==> src/rtl/pwm_pkg.sv <==
//------------------------------------------------------------------------------
// Module      : pwm_pkg
// Description : Shared encodings and helpers for the multi-channel PWM generator.
// Revision    : 1.0
//------------------------------------------------------------------------------
`default_nettype none

package pwm_pkg;

    localparam logic MODE_EDGE   = 1'b0;
    localparam logic MODE_CENTER = 1'b1;

    typedef enum logic {
        DIR_UP   = 1'b0,
        DIR_DOWN = 1'b1
    } dir_e;

    // A single channel still needs a one-bit select port.
    function automatic int ch_idx_w(input int n);
        return (n <= 1) ? 1 : $clog2(n);
    endfunction

endpackage

`default_nettype wire

==> src/rtl/pwm_ch_cmp.sv <==
//------------------------------------------------------------------------------
// Module      : pwm_ch_cmp
// Description : One PWM channel: shadow/active duty, comparator, output flop.
// Revision    : 1.0
//------------------------------------------------------------------------------
`default_nettype none

module pwm_ch_cmp #(
    parameter int WIDTH    = 8,
    parameter int DUTY_RST = 6
) (
    input  logic             clk,
    input  logic             rst_n,
    input  logic             i_en,
    input  logic             i_wr,
    input  logic [WIDTH-1:0] i_data,
    input  logic             i_load,
    input  logic [WIDTH-1:0] i_count,
    output logic             o_pwm
);

    localparam logic [WIDTH-1:0] c_duty_rst = WIDTH'(DUTY_RST);

    logic [WIDTH-1:0] r_duty_sh;
    logic [WIDTH-1:0] r_duty_act;
    logic             r_pwm;

    always_ff @(posedge clk or negedge rst_n) begin
        if (!rst_n) begin
            r_duty_sh  <= c_duty_rst;
            r_duty_act <= c_duty_rst;
            r_pwm      <= 1'b0;
        end else begin
            if (i_wr) begin
                r_duty_sh <= i_data;
            end
            // A write landing on the boundary cycle goes straight to active.
            if (i_load) begin
                r_duty_act <= i_wr ? i_data : r_duty_sh;
            end
            r_pwm <= i_en && (i_count < r_duty_act);
        end
    end

    assign o_pwm = r_pwm;

endmodule

`default_nettype wire

==> src/rtl/pwm_multi_gen.sv <==
//------------------------------------------------------------------------------
// Module      : pwm_multi_gen
// Description : Multi-channel PWM generator with shared edge/center counter.
// Revision    : 1.0
//------------------------------------------------------------------------------
`default_nettype none

module pwm_multi_gen
    import pwm_pkg::*;
#(
    parameter int CH         = 4,
    parameter int WIDTH      = 8,
    parameter int PERIOD_RST = 9,
    parameter int DUTY_RST   = 6
) (
    input  logic                      clk,
    input  logic                      rst_n,
    input  logic                      en,
    input  logic                      period_wr,
    input  logic [WIDTH-1:0]          period_data,
    input  logic                      duty_wr,
    input  logic [ch_idx_w(CH)-1:0]   duty_sel,
    input  logic [WIDTH-1:0]          duty_data,
    input  logic                      mode_wr,
    input  logic                      mode_data,
    output logic [CH-1:0]             pwm_out,
    output logic                      cycle_start
);

    localparam int               SEL_W     = ch_idx_w(CH);
    localparam logic [WIDTH-1:0] c_per_rst = WIDTH'(PERIOD_RST);
    localparam logic [WIDTH-1:0] c_one     = WIDTH'(1);

    logic [WIDTH-1:0] r_count;
    logic [WIDTH-1:0] w_count_nxt;
    dir_e             r_dir;
    dir_e             w_dir_nxt;
    logic [WIDTH-1:0] r_per_sh;
    logic [WIDTH-1:0] r_per_act;
    logic             r_mode_sh;
    logic             r_mode_act;
    logic             r_cycle_start;
    logic             w_center;
    logic             w_last;
    logic             w_load;

    // Center mode with a zero period degenerates to edge mode.
    assign w_center = (r_mode_act == MODE_CENTER) && (r_per_act != '0);

    always_comb begin
        w_last = 1'b0;
        if (w_center) begin
            w_last = (r_count == c_one) && ((r_dir == DIR_DOWN) || (r_per_act == c_one));
        end else begin
            w_last = (r_count == r_per_act);
        end
    end

    assign w_load = !en || w_last;

    always_comb begin
        w_count_nxt = r_count + c_one;
        w_dir_nxt   = r_dir;
        if (w_load) begin
            w_count_nxt = '0;
            w_dir_nxt   = DIR_UP;
        end else if (w_center) begin
            if (r_dir == DIR_DOWN) begin
                w_count_nxt = r_count - c_one;
            end else if (r_count == r_per_act) begin
                w_count_nxt = r_count - c_one;
                w_dir_nxt   = DIR_DOWN;
            end
        end
    end

    always_ff @(posedge clk or negedge rst_n) begin
        if (!rst_n) begin
            r_count <= '0;
            r_dir   <= DIR_UP;
        end else begin
            r_count <= w_count_nxt;
            r_dir   <= w_dir_nxt;
        end
    end

    always_ff @(posedge clk or negedge rst_n) begin
        if (!rst_n) begin
            r_per_sh      <= c_per_rst;
            r_per_act     <= c_per_rst;
            r_mode_sh     <= MODE_EDGE;
            r_mode_act    <= MODE_EDGE;
            r_cycle_start <= 1'b0;
        end else begin
            if (period_wr) begin
                r_per_sh <= period_data;
            end
            if (mode_wr) begin
                r_mode_sh <= mode_data;
            end
            if (w_load) begin
                r_per_act  <= period_wr ? period_data : r_per_sh;
                r_mode_act <= mode_wr ? mode_data : r_mode_sh;
            end
            r_cycle_start <= en && (r_count == '0);
        end
    end

    assign cycle_start = r_cycle_start;

    generate
        for (genvar i = 0; i < CH; i++) begin : g_ch
            logic w_wr;
            assign w_wr = duty_wr && (duty_sel == SEL_W'(i));

            pwm_ch_cmp #(
                .WIDTH    (WIDTH),
                .DUTY_RST (DUTY_RST)
            ) u_ch (
                .clk     (clk),
                .rst_n   (rst_n),
                .i_en    (en),
                .i_wr    (w_wr),
                .i_data  (duty_data),
                .i_load  (w_load),
                .i_count (r_count),
                .o_pwm   (pwm_out[i])
            );
        end
    endgenerate

endmodule

`default_nettype wire
==> config.mk <==
export PLATFORM = sky130hd
export DESIGN_NAME = pwm_multi_gen
export DESIGN_NICKNAME = d
export VERILOG_FILES = /design/src/rtl/pwm_pkg.sv /design/src/rtl/pwm_ch_cmp.sv /design/src/rtl/pwm_multi_gen.sv
export SDC_FILE = /design/constraint.sdc
export NUM_CORES = 1
export LEC_CHECK = 0
export ABC_AREA = 1
export BUFFER_PORTS_ARGS = -buffer_cell sky130_fd_sc_hd__buf_4
export CORE_UTILIZATION = 30
export DETAILED_ROUTE_END_ITERATION = 10
export GPL_ROUTABILITY_DRIVEN = 0
export HOLD_SLACK_MARGIN = 0.15
export PLACE_DENSITY = 0.5
export SLEW_MARGIN = 5
export SYNTH_ARGS = -nofsm -noshare
export SYNTH_HDL_FRONTEND = slang
export SYNTH_SLANG_ARGS = --single-unit
==> constraint.sdc <==
create_clock -name clk -period 3.9 [get_ports clk]
set_input_delay 0.195 -clock clk [delete_from_list [all_inputs] [get_ports clk]]
set_output_delay 0.195 -clock clk [all_outputs]
set_load 0.1 [all_outputs]
==> flow_summary_export.csv <==
group,metric,value,unit
clock_network,cts.repair_timing.setup_buffer_count,0,
sta,clock_skew,0.009879,ns
placement,buffer_ports.inserted,29,
pwr,power_leakage,2.732,nW
worst_hold_path,worst_hold_path_type,"input pin to flop",
synth,syn_inst,540,
detailed_routing,routed_wirelength,10520,um
floorplan,die_height,130.4,um
global_routing,grt.overflow.total,0,
setup_path,worst_setup_path_startpoint,"r_per_act[0]",
sta,period_needed,2.540,ns
sta,period_share,65.12,%
layout,post-route-util,35.54,%
synth,post_synth_xor_area_fraction,2.124,%
synth,synth-warning-count,0,
worst_hold_path,holdPathEnd,"g_ch[3].u_ch.r_duty_sh[1]",
synth,mean_instance_size_in_the_synthesized_netlist,9.162,um2
clock_network,clock_tree.buffer_depth,2,
sta,grt_setup_unrepaired,"no",
floorplan,placementRows,46,
setup_path,critPathKind,"flop to flop",
layout,antenna_cells_inserted,0,
layout,commonest_cells_after_routing_fill_and_taps_aside,"sky130_fd_sc_hd__nand2_1, sky130_fd_sc_hd__dfrtp_1, sky130_fd_sc_hd__inv_1",
sta,slew-limit-headroom,47.75,%
worst_hold_path,holdPathStages,3,
synth,total_standard_cell_area_after_synthesis,0.004947,mm2
setup_path,startpoint_type,"flop",
setup_path,cp_data_arrival_time,2.83,ns
worst_hold_path,worstHoldStart,"duty_data[1]",
setup_path,r2r.worst_path.cells,9,
setup_path,regToRegStartpoint,"r_per_act[0]",
global_routing,groute.layer.met3.usage,3.379,%
sta,finalMaxSlewViolations,0,
global_routing,first_pass_grt_wire_length,18010,um
clock_network,cts_buffers,9,
detailed_routing,route.vias.total,3548,
sta,finalWorstSetupSlack,1.360,ns
layout,final_nets,627,
floorplan,effective_utilization_at_floorplan,30.92,%
synth,post_synth_fa_ha_maj_area_fraction,8.093,%
synth,yosysUniqueCellTypes,30,
global_routing,pin_count_of_the_biggest_net_entering_global_routing,62,
clock_network,ctsHtreeMaxLevel,3,
setup_path,critical_path_peak_fanout,45,
detailed_routing,remaining_drc_errors,0,
floorplan,floorplan.die.width,130.4,um
floorplan,design.core.area,0.01600,mm2
pwr,pwr_density,483.8,mW/mm2
layout,most_common_cell_after_layout_fill_and_taps_aside,"sky130_fd_sc_hd__nand2_1",
setup_path,cp_data_required_time,4.19,ns
clock_network,clk_pin_slew,0.07,ns
clock_network,cts_repair_resized_insts,0,
clock_network,clockRootBuffer,"sky130_fd_sc_hd__clkbuf_16",
global_routing,grt_most_used_layer,"met2",
placement,dpl.hpwl,7305,um
layout,post_route_cells_drive_above_1_share,20.87,%
setup_path,rr_endpoint,"g_ch[3].u_ch.r_duty_act[4]",
floorplan,design.die.area,0.01701,mm2
synth,yosys-mux-area-fraction,2.049,%
clock_network,clkLatencyLatePin,0.36,ns
pwr,vdd_ir_drop_max,213.7,uV
global_routing,groute.layer.met1.usage,17.64,%
synth,yosys_register_bits,96,
synth,synth.yosys.seq_area_share,49.06,%
layout,areaGrowthSynthToFinish,14.95,%
sta,setup_viol_count_final,0,
detailed_routing,via_per_inst,4.485,
synth,synth_top_family_by_area,"simple AND/OR/NAND/NOR gates",
synth,simple_gate_share_of_the_synthesized_area,17.27,%
run_status,outcome,"finished, final reports clean",
clock_network,clock_sinks,96,
sta,hold_violations,0,
global_routing,gr-usage-met2,23.37,%
placement,preCtsSetupSlack,1.364,ns
global_routing,number_of_antenna_violations_at_the_first_check_in_global_routing,0,
setup_path,critical_path.endpoint_type,"flop",
synth,postSynthNetCount,597,
global_routing,grt_use_total,14.10,%
setup_path,regToRegSetupSlack,1.36,ns
global_routing,vias_in_the_first_global_route,3740,
clock_network,clock_tree_from_tritoncts,"built",
detailed_routing,drt.antenna.violating_nets,0,
detailed_routing,detail_route.wl_per_cell,13.30,um
sta,setup-tns-final,0,ns
detailed_routing,first_iter_violations,242,
floorplan,ios,30,
sta,max_clock_freq,0.3938,GHz
run,cap_violations,0,
detailed_routing,firstDrtPassIters,4,
sta,max_slew.worst_pin.slew,0.7837,ns
synth,synth_compound_gate_area_share,12.47,%
[synth_stat cells, drive strengths merged]
master,instances,area [um2]
a21oi,22,113.9
buf,18,171.4
clkbuf,5,18.77
dfrtp,76,1902
dfstp,20,525.5
ha,32,400.4
inv,67,251.5
mux2,9,101.4
nand2,136,525.5
nand3,27,145.1
nand3b,4,30.03
nand4,3,18.77
nor2,24,105.1
nor3,6,30.03
o21ai,78,495.5
o21bai,1,7.510
xnor2,4,35.03
xor2,8,70.07
[state kept, by name, summed over array words and instances, names as in the netlist, 4 cells and up]
name                  cells
g_ch.u_ch.o_pwm           4
g_ch.u_ch.r_duty_sh      32
r_per_sh                  8
r_count                   8
g_ch.u_ch.r_duty_act     32
r_per_act                 8
[timing repair]
item / CTS / global route
hold buffers: 11 / 0
endpoints found under the setup margin: 0 / 0
endpoints found under the hold margin: 63 / 0
[where the power goes]
part           internal, mW  switching (mW)  leakage (nW)
clock                 0.452           0.435         0.139
sequential             1.16          0.0650          1.17
combinational         0.223           0.411          1.43
total                  1.84           0.911          2.73
[per-stage QoR]
step,instance area [um2],std cells,hold slack (ns),power [mW]
CTS,5687,791,0.1847,2.792
detailed placement,5280,764,0.3446,1.883
floorplan,4947,540,-0.1006,1.731
global placement,5280,764,0.3322,1.867
global route,5687,791,0.1951,2.935
finish,5687,791,0.1854,2.751
[logic make-up after synthesis]
kind of cell	after synthesis
DFF	96
buffers and inverters	90
and+or+nand+nor	200
muxes	9
adders and majority gates	32
AOI/OAI and AO/OA	101
xor gates and xnor gates	12
[worst max path at each step]
stage                                       endpoint  cells past startpoint  slack (ns)
after global placement    g_ch[1].u_ch.r_duty_act[3]                      9        1.41
after global routing      g_ch[1].u_ch.r_duty_act[6]                      9        1.13
final                     g_ch[3].u_ch.r_duty_act[4]                      9        1.36
after floorplan           g_ch[2].u_ch.r_duty_act[5]                     10        2.35
after CTS                 g_ch[3].u_ch.r_duty_act[4]                      9        1.34
after detailed placement  g_ch[1].u_ch.r_duty_act[6]                      9        1.36
[critical path, stage by stage (launching register included)]
cell and delay (ns):
sky130_fd_sc_hd__dfstp_2 0.54, sky130_fd_sc_hd__inv_1 0.07, sky130_fd_sc_hd__nand3_1 0.11, sky130_fd_sc_hd__nor2_1 0.06, sky130_fd_sc_hd__nor2_2 0.41, sky130_fd_sc_hd__nand3_1 0.24
sky130_fd_sc_hd__nand3_4 0.52, sky130_fd_sc_hd__buf_12 0.31, sky130_fd_sc_hd__nand2_1 0.10, sky130_fd_sc_hd__o21ai_2 0.06
[per-layer routing]
metal,wire length [um],up-vias
met1,4817,1687
li1,-,1789
met5,0,-
met4,165,0
met3,498,12
met2,5036,60
[layout make-up]
| type | count | area (um2) |
|---|---|---|
| Fill cell | 1698 | 10310 |
| Sequential cell | 96 | 2427 |
| Multi-Input combinational cell | 354 | 2086 |
| Timing Repair Buffer | 42 | 355.3 |
| Tap cell | 216 | 270.3 |
| Inverter | 67 | 251.5 |
| Clock buffer | 9 | 225.2 |
| Clock inverter | 7 | 71.32 |
Note: power is estimated with default switching activity, not from simulation.
